$ cat src/rtl/pl_lsu.sv
// Memory-stage load/store unit: one data-bus transaction per load/store, store lane/strobe formatting, load extraction/extension.
// Latency: k+1 stall cycles for mem_ready in cycle k (minimum 2); backpressure: StallM holds upstream until DONE; faults never stall.
module pl_lsu (
    input  logic        clk,
    input  logic        reset_n,
    input  logic        RegWriteM,
    input  logic [1:0]  ResultSrcM,
    input  logic        MemWriteM,
    input  logic [31:0] ALUResultM,
    input  logic [31:0] WriteDataM,
    input  logic [2:0]  Funct3M,
    output logic [31:0] ReadDataM,
    output logic        StallM,
    output logic        FaultM,
    output logic        mem_req,
    output logic        mem_we,
    output logic [31:0] mem_addr,
    output logic [31:0] mem_wdata,
    output logic [3:0]  mem_wstrb,
    input  logic        mem_ready,
    input  logic [31:0] mem_rdata
);

    localparam logic [1:0] IDLE = 2'b00;
    localparam logic [1:0] BUSY = 2'b01;
    localparam logic [1:0] DONE = 2'b10;

    typedef struct packed {
        logic [2:0] funct3;
        logic [1:0] offset;
    } accCtl_t;

    logic [1:0]  state;
    accCtl_t     ctl;
    logic        isStore;
    logic        isLoad;
    logic        isAccess;
    logic        misaligned;
    logic        illegal;
    logic        accFault;
    logic        accValid;
    logic [31:0] storeData;
    logic [3:0]  storeStrb;
    logic [31:0] lane;
    logic [31:0] loadData;

    // Store wins when both a store and a load are flagged.
    always_comb begin
        isStore    = MemWriteM;
        isLoad     = (ResultSrcM == 2'b01) && RegWriteM && !MemWriteM;
        isAccess   = isStore || isLoad;
        misaligned = ((Funct3M[1:0] == 2'b01) && ALUResultM[0]) ||
                     ((Funct3M[1:0] == 2'b10) && (ALUResultM[1:0] != 2'b00));
        if (isStore)
            illegal = !((Funct3M == 3'b000) || (Funct3M == 3'b001) || (Funct3M == 3'b010));
        else
            illegal = (Funct3M == 3'b011) || (Funct3M == 3'b110) || (Funct3M == 3'b111);
        accFault = isAccess && (misaligned || illegal);
        FaultM   = (state == IDLE) && accFault;
        accValid = (state == IDLE) && isAccess && !accFault;
        StallM   = accValid || (state == BUSY);
    end

    always_comb begin
        storeData = WriteDataM;
        storeStrb = 4'b1111;
        case (Funct3M[1:0])
            2'b00: begin
                storeData = {4{WriteDataM[7:0]}};
                storeStrb = 4'b0001 << ALUResultM[1:0];
            end
            2'b01: begin
                storeData = {2{WriteDataM[15:0]}};
                storeStrb = ALUResultM[1] ? 4'b1100 : 4'b0011;
            end
            default: begin
                storeData = WriteDataM;
                storeStrb = 4'b1111;
            end
        endcase
    end

    always_comb begin
        lane = mem_rdata >> {ctl.offset, 3'b000};
        case (ctl.funct3)
            3'b000:  loadData = {{24{lane[7]}}, lane[7:0]};
            3'b001:  loadData = {{16{lane[15]}}, lane[15:0]};
            3'b100:  loadData = {24'd0, lane[7:0]};
            3'b101:  loadData = {16'd0, lane[15:0]};
            default: loadData = lane;
        endcase
    end

    always_ff @(posedge clk or negedge reset_n) begin
        if (!reset_n) begin
            state     <= IDLE;
            ctl       <= '0;
            ReadDataM <= '0;
            mem_req   <= 1'b0;
            mem_we    <= 1'b0;
            mem_addr  <= '0;
            mem_wdata <= '0;
            mem_wstrb <= '0;
        end else begin
            case (state)
                IDLE: begin
                    if (accValid) begin
                        ctl.funct3 <= Funct3M;
                        ctl.offset <= ALUResultM[1:0];
                        mem_req    <= 1'b1;
                        mem_we     <= isStore;
                        mem_addr   <= {ALUResultM[31:2], 2'b00};
                        mem_wdata  <= isStore ? storeData : 32'd0;
                        mem_wstrb  <= isStore ? storeStrb : 4'b0000;
                        state      <= BUSY;
                    end else if (FaultM) begin
                        ReadDataM <= '0;
                    end
                end
                BUSY: begin
                    if (mem_ready) begin
                        if (!mem_we)
                            ReadDataM <= loadData;
                        mem_req <= 1'b0;
                        state   <= DONE;
                    end
                end
                // The instruction still presented here was already serviced.
                DONE:    state <= IDLE;
                default: state <= IDLE;
            endcase
        end
    end

endmodule

$ cat config.mk
export PLATFORM = sky130hd
export DESIGN_NAME = pl_lsu
export DESIGN_NICKNAME = d
export VERILOG_FILES = /design/src/rtl/pl_lsu.sv
export SDC_FILE = /design/constraint.sdc
export NUM_CORES = 1
export LEC_CHECK = 0
export CAP_MARGIN = 20
export CORE_UTILIZATION = 31
export CTS_CLUSTER_SIZE = 16
export DETAILED_ROUTE_END_ITERATION = 10
export PLACE_DENSITY = 0.65
export SLEW_MARGIN = 20
export SYNTH_ARGS = -nofsm -noshare
export SYNTH_HDL_FRONTEND = slang
export SYNTH_SLANG_ARGS = --single-unit
$ cat constraint.sdc
create_clock -name clk -period 2.3 [get_ports clk]
set_clock_uncertainty 0.15 [all_clocks]
set_input_delay 0.46 -clock clk [delete_from_list [all_inputs] [get_ports clk]]
set_output_delay 0.46 -clock clk [all_outputs]
set_load 0.03 [all_outputs]
==> flow_summary.json <==
{
  "status": "completed",
  "path_cells": "dlygate4sd2_1, a221oi_2, buf_4, o221ai_4, nand2_2, buf_12",
  "synthSimpleGateAreaFrac_pct": 9.04,
  "r2r_end": "ReadDataM[11]$_DFFE_PN0P_",
  "gp_congestion": 0.883,
  "core_area_um2": 16500,
  "area.sequential_um2": 2680,
  "dr.pass1.iters": 4,
  "drive_above_1_share_pct": 18.8,
  "post-route-drc-count": 0,
  "synth.area.mux_share_pct": 18.8,
  "yosysSeqAreaShare_pct": 51.2,
  "place_area_um2": 7710,
  "synth-adder-area-share_pct": 0,
  "synth-main-ff-cell": "dfrtp_1",
  "fin_crit_ps": 2250,
  "top_usage_layer": "met2",
  "cp_max_fo": 3,
  "p_leak_uw": 0.00334,
  "dieArea_um2": 17400,
  "timing.critical_path.from": "ALUResultM[0]",
  "holdWs_ps": 326,
  "cts.htree.levels": 3,
  "timing.critical_path.from_type": "primary input",
  "met1_usage_pct": 23.1,
  "synth_xor_area_share_pct": 0,
  "reg2reg_from": "ctl[1]$_DFFE_PN0P_",
  "grt_use_met3_pct": 5.54,
  "cp.arrival_ps": 1640,
  "ff2ff_path_depth": 5,
  "cpPeakStageDelay_ps": 320,
  "tightest_slew_ps": 576,
  "wl_per_cell_um": 17.8,
  "synth_compound_area_share_pct": 16.1,
  "io-pin-count": 210,
  "synth_top_family_by_area": "multiplexers",
  "die_h_um": 132,
  "hold_viol_final": 0,
  "grt_setup_unrepaired": "no",
  "initial_core_util_pct": 31.6,
  "grt_max_degree": 43,
  "post-route-cell-area_um2": 8070,
  "cts_inserted_buffers": 9,
  "clkTransAtPathRegs_ps": 70,
  "min-delay-start": "mem_wstrb[0]$_DFFE_PN0P_",
  "multiInputGateArea_um2": 2340,
  "syn_area_um2": 5230,
  "drt_wl_total_um": 15900,
  "antenna_found_initial": 1,
  "worstHoldPathCells": 2,
  "clkLatencyLatePin_ps": 350,
  "grt_use_met2_pct": 31.3,
  "r2r_setup_slack_ps": 320,
  "die_w_um": 132,
  "peakVddDrop_mv": 0.538,
  "setup.worst_path.class": "in2out",
  "fin_ws_ps": 53.2,
  "numPortBuffers": 207,
  "drtIter0Drc": 137,
  "dp_hpwl_um": 12100,
  "hp-class": "reg2reg",
  "track_usage_pct": 18.8,
  "synthArstFlopShare_pct": 100,
  "cts_tree": "built",
  "num_rows": 47,
  "crit_slowest_cell": "a221oi_2",
  "endpoint": "StallM",
  "post-route-period-util_pct": 97.7,
  "synth_seq_cells": 107,
  "finalSetupViolations": 0,
  "ys_types": 42,
  "antennaDiodeCount": 0,
  "vias": 4519,
  "max_slew_margin_pct": 61.5,
  "final_max_slew_viol_count": 0,
  "cts.path.max_buffers": 2,
  "avgViaCountPerCell": 5.05,
  "maxCapViolCount": 0,
  "nets": 776,
  "synth-edff-count": 0,
  "cts-root-buf": "clkbuf_16",
  "yosysWarnings": 0,
  "clock-sinks": 107,
  "worstPathRequired_ps": 1690,
  "fill_cells": 1485,
  "synthCells": 453,
  "ant_nets": 0,
  "syn2layout_area_growth_pct": 54.2,
  "powerDensity_nw_per_um2": 1060,
  "grt-ovfl-total": 0,
  "avgSynthCellArea_um2": 11.5,
  "tns_ps": 0,
  "max_freq_ghz": 0.445,
  "cp-end-kind": "output pin",
  "grt_pass1_vias": 4619,
  "pre_cts_slack_ps": -451,
  "grt_pass1_wl_um": 25400
}
==> cells in the mapped netlist (2+ instances only) <==
library cell,count,area (um^2)
nand2b_1,3,18.8
nor2_2,2,12.5
a31oi_1,16,100
mux4_2,8,180
a211oi_1,16,120
buf_2,15,75.1
inv_1,10,37.5
o2bb2ai_1,15,131
o21ai_0,27,135
nor2_1,15,56.3
nor2b_1,2,12.5
and2_1,2,12.5
mux2_2,37,417
a21oi_1,18,90.1
nand4b_1,7,61.3
or2_2,2,12.5
buf_4,12,90.1
mux2i_1,35,350
nand2_1,53,199
mux2_1,3,33.8
nand3b_1,3,22.5
o21ai_1,2,10.0
clkbuf_1,9,33.8
o21ai_2,9,78.8
dfrtp_1,107,2680
a22o_1,9,78.8
==> cell usage in the layout (no fill, tap or decap), drive strengths merged, types with 2 or more instances in the layout <==
cell / synthesis / layout
nand2: 53 / 53
nor2: 17 / 17
o2bb2ai: 15 / 15
or2: 3 / 3
dfrtp: 107 / 107
inv: 10 / 11
a21oi: 19 / 19
a31oi: 16 / 16
mux2: 40 / 40
and2: 2 / 2
clkbuf: 9 / 10
o21ai: 38 / 38
a211oi: 16 / 16
a22o: 9 / 9
clkinv: 0 / 3
bufinv: 0 / 2
mux2i: 35 / 35
dlygate4sd2: 0 / 5
nor2b: 2 / 2
nand3b: 3 / 3
buf: 29 / 39
nand2b: 3 / 3
conb: 1 / 2
nand4b: 7 / 7
clkdlybuf4s50: 0 / 197
mux4: 8 / 8
==> through the flow <==
stage / instances / utilization [%] / power, uW
2_1_floorplan: 454 / - / 5080
3_3_place_gp: 877 / 46.7 / 6790
3_5_place_dp: 877 / 46.7 / 6870
4_1_cts: 895 / 48.8 / 8590
5_1_grt: 895 / 48.8 / 8920
6_report: 895 / 48.8 / 8510
==> per-layer routing <==
layer	up-vias	wire length [um]
met5	-	17
met1	2210	6610
met3	15	1340
li1	2085	-
met2	207	7700
met4	2	230
==> how the worst min path moves through the flow <==
stage                                      endpoint  slack (ps)
after detailed placement  ReadDataM[12]$_DFFE_PN0P_         290
final                      mem_wstrb[0]$_DFFE_PN0P_         330
after CTS                  mem_wstrb[0]$_DFFE_PN0P_         330
after floorplan            ReadDataM[0]$_DFFE_PN0P_          10
after global routing       mem_wstrb[1]$_DFFE_PN0P_         350
after global placement    ReadDataM[13]$_DFFE_PN0P_         280
==> critical path, delay by kind of cell <==
kind	cells	cell delay (ps)
buffers and inverters	3	590
AO/OA/AOI/OAI	2	460
AND/OR/NAND/NOR	1	120
==> repair_timing <==
action | in CTS | in global routing
hold buffers | 1 | 0
setup buffers | 1 | 0
setup endpoints to repair | 25 | 1
hold endpoints to repair | 30 | 0
pin swaps | 5 | 3
gates resized for setup | 17 | 4
==> where the power goes <==
group | switching [uW] | internal (uW)
Sequential | 382 | 2450
Combinational | 2170 | 1820
Clock | 726 | 958
Total | 3280 | 5230
==> sequential cells by signal, indices dropped and copies added (netlist names) <==
name,cells
ReadDataM,32
ctl,5
mem_addr,30
mem_req,1
mem_wdata,32
mem_we,1
mem_wstrb,4
state,2
==> cell families (layout without fill, tap and decap cells) <==
group	count (synthesis)	after routing
AO/OA/AOI/OAI	119	119
buffers and inverters	48	269
flip-flops	107	107
multiplexers	83	83
other	1	2
AND/OR/NAND/NOR	95	95
==> final cells by class <==
cell class,instances,share of cell area (%)
clock buffer,10,2.84
clock inverter,6,1.09
inverter,10,0.465
multi-input combinational,299,29.0
sequential,107,33.2
tap,220,3.41
timing repair buffer,243,30.0
Note: power is estimated with default switching activity, not from simulation.
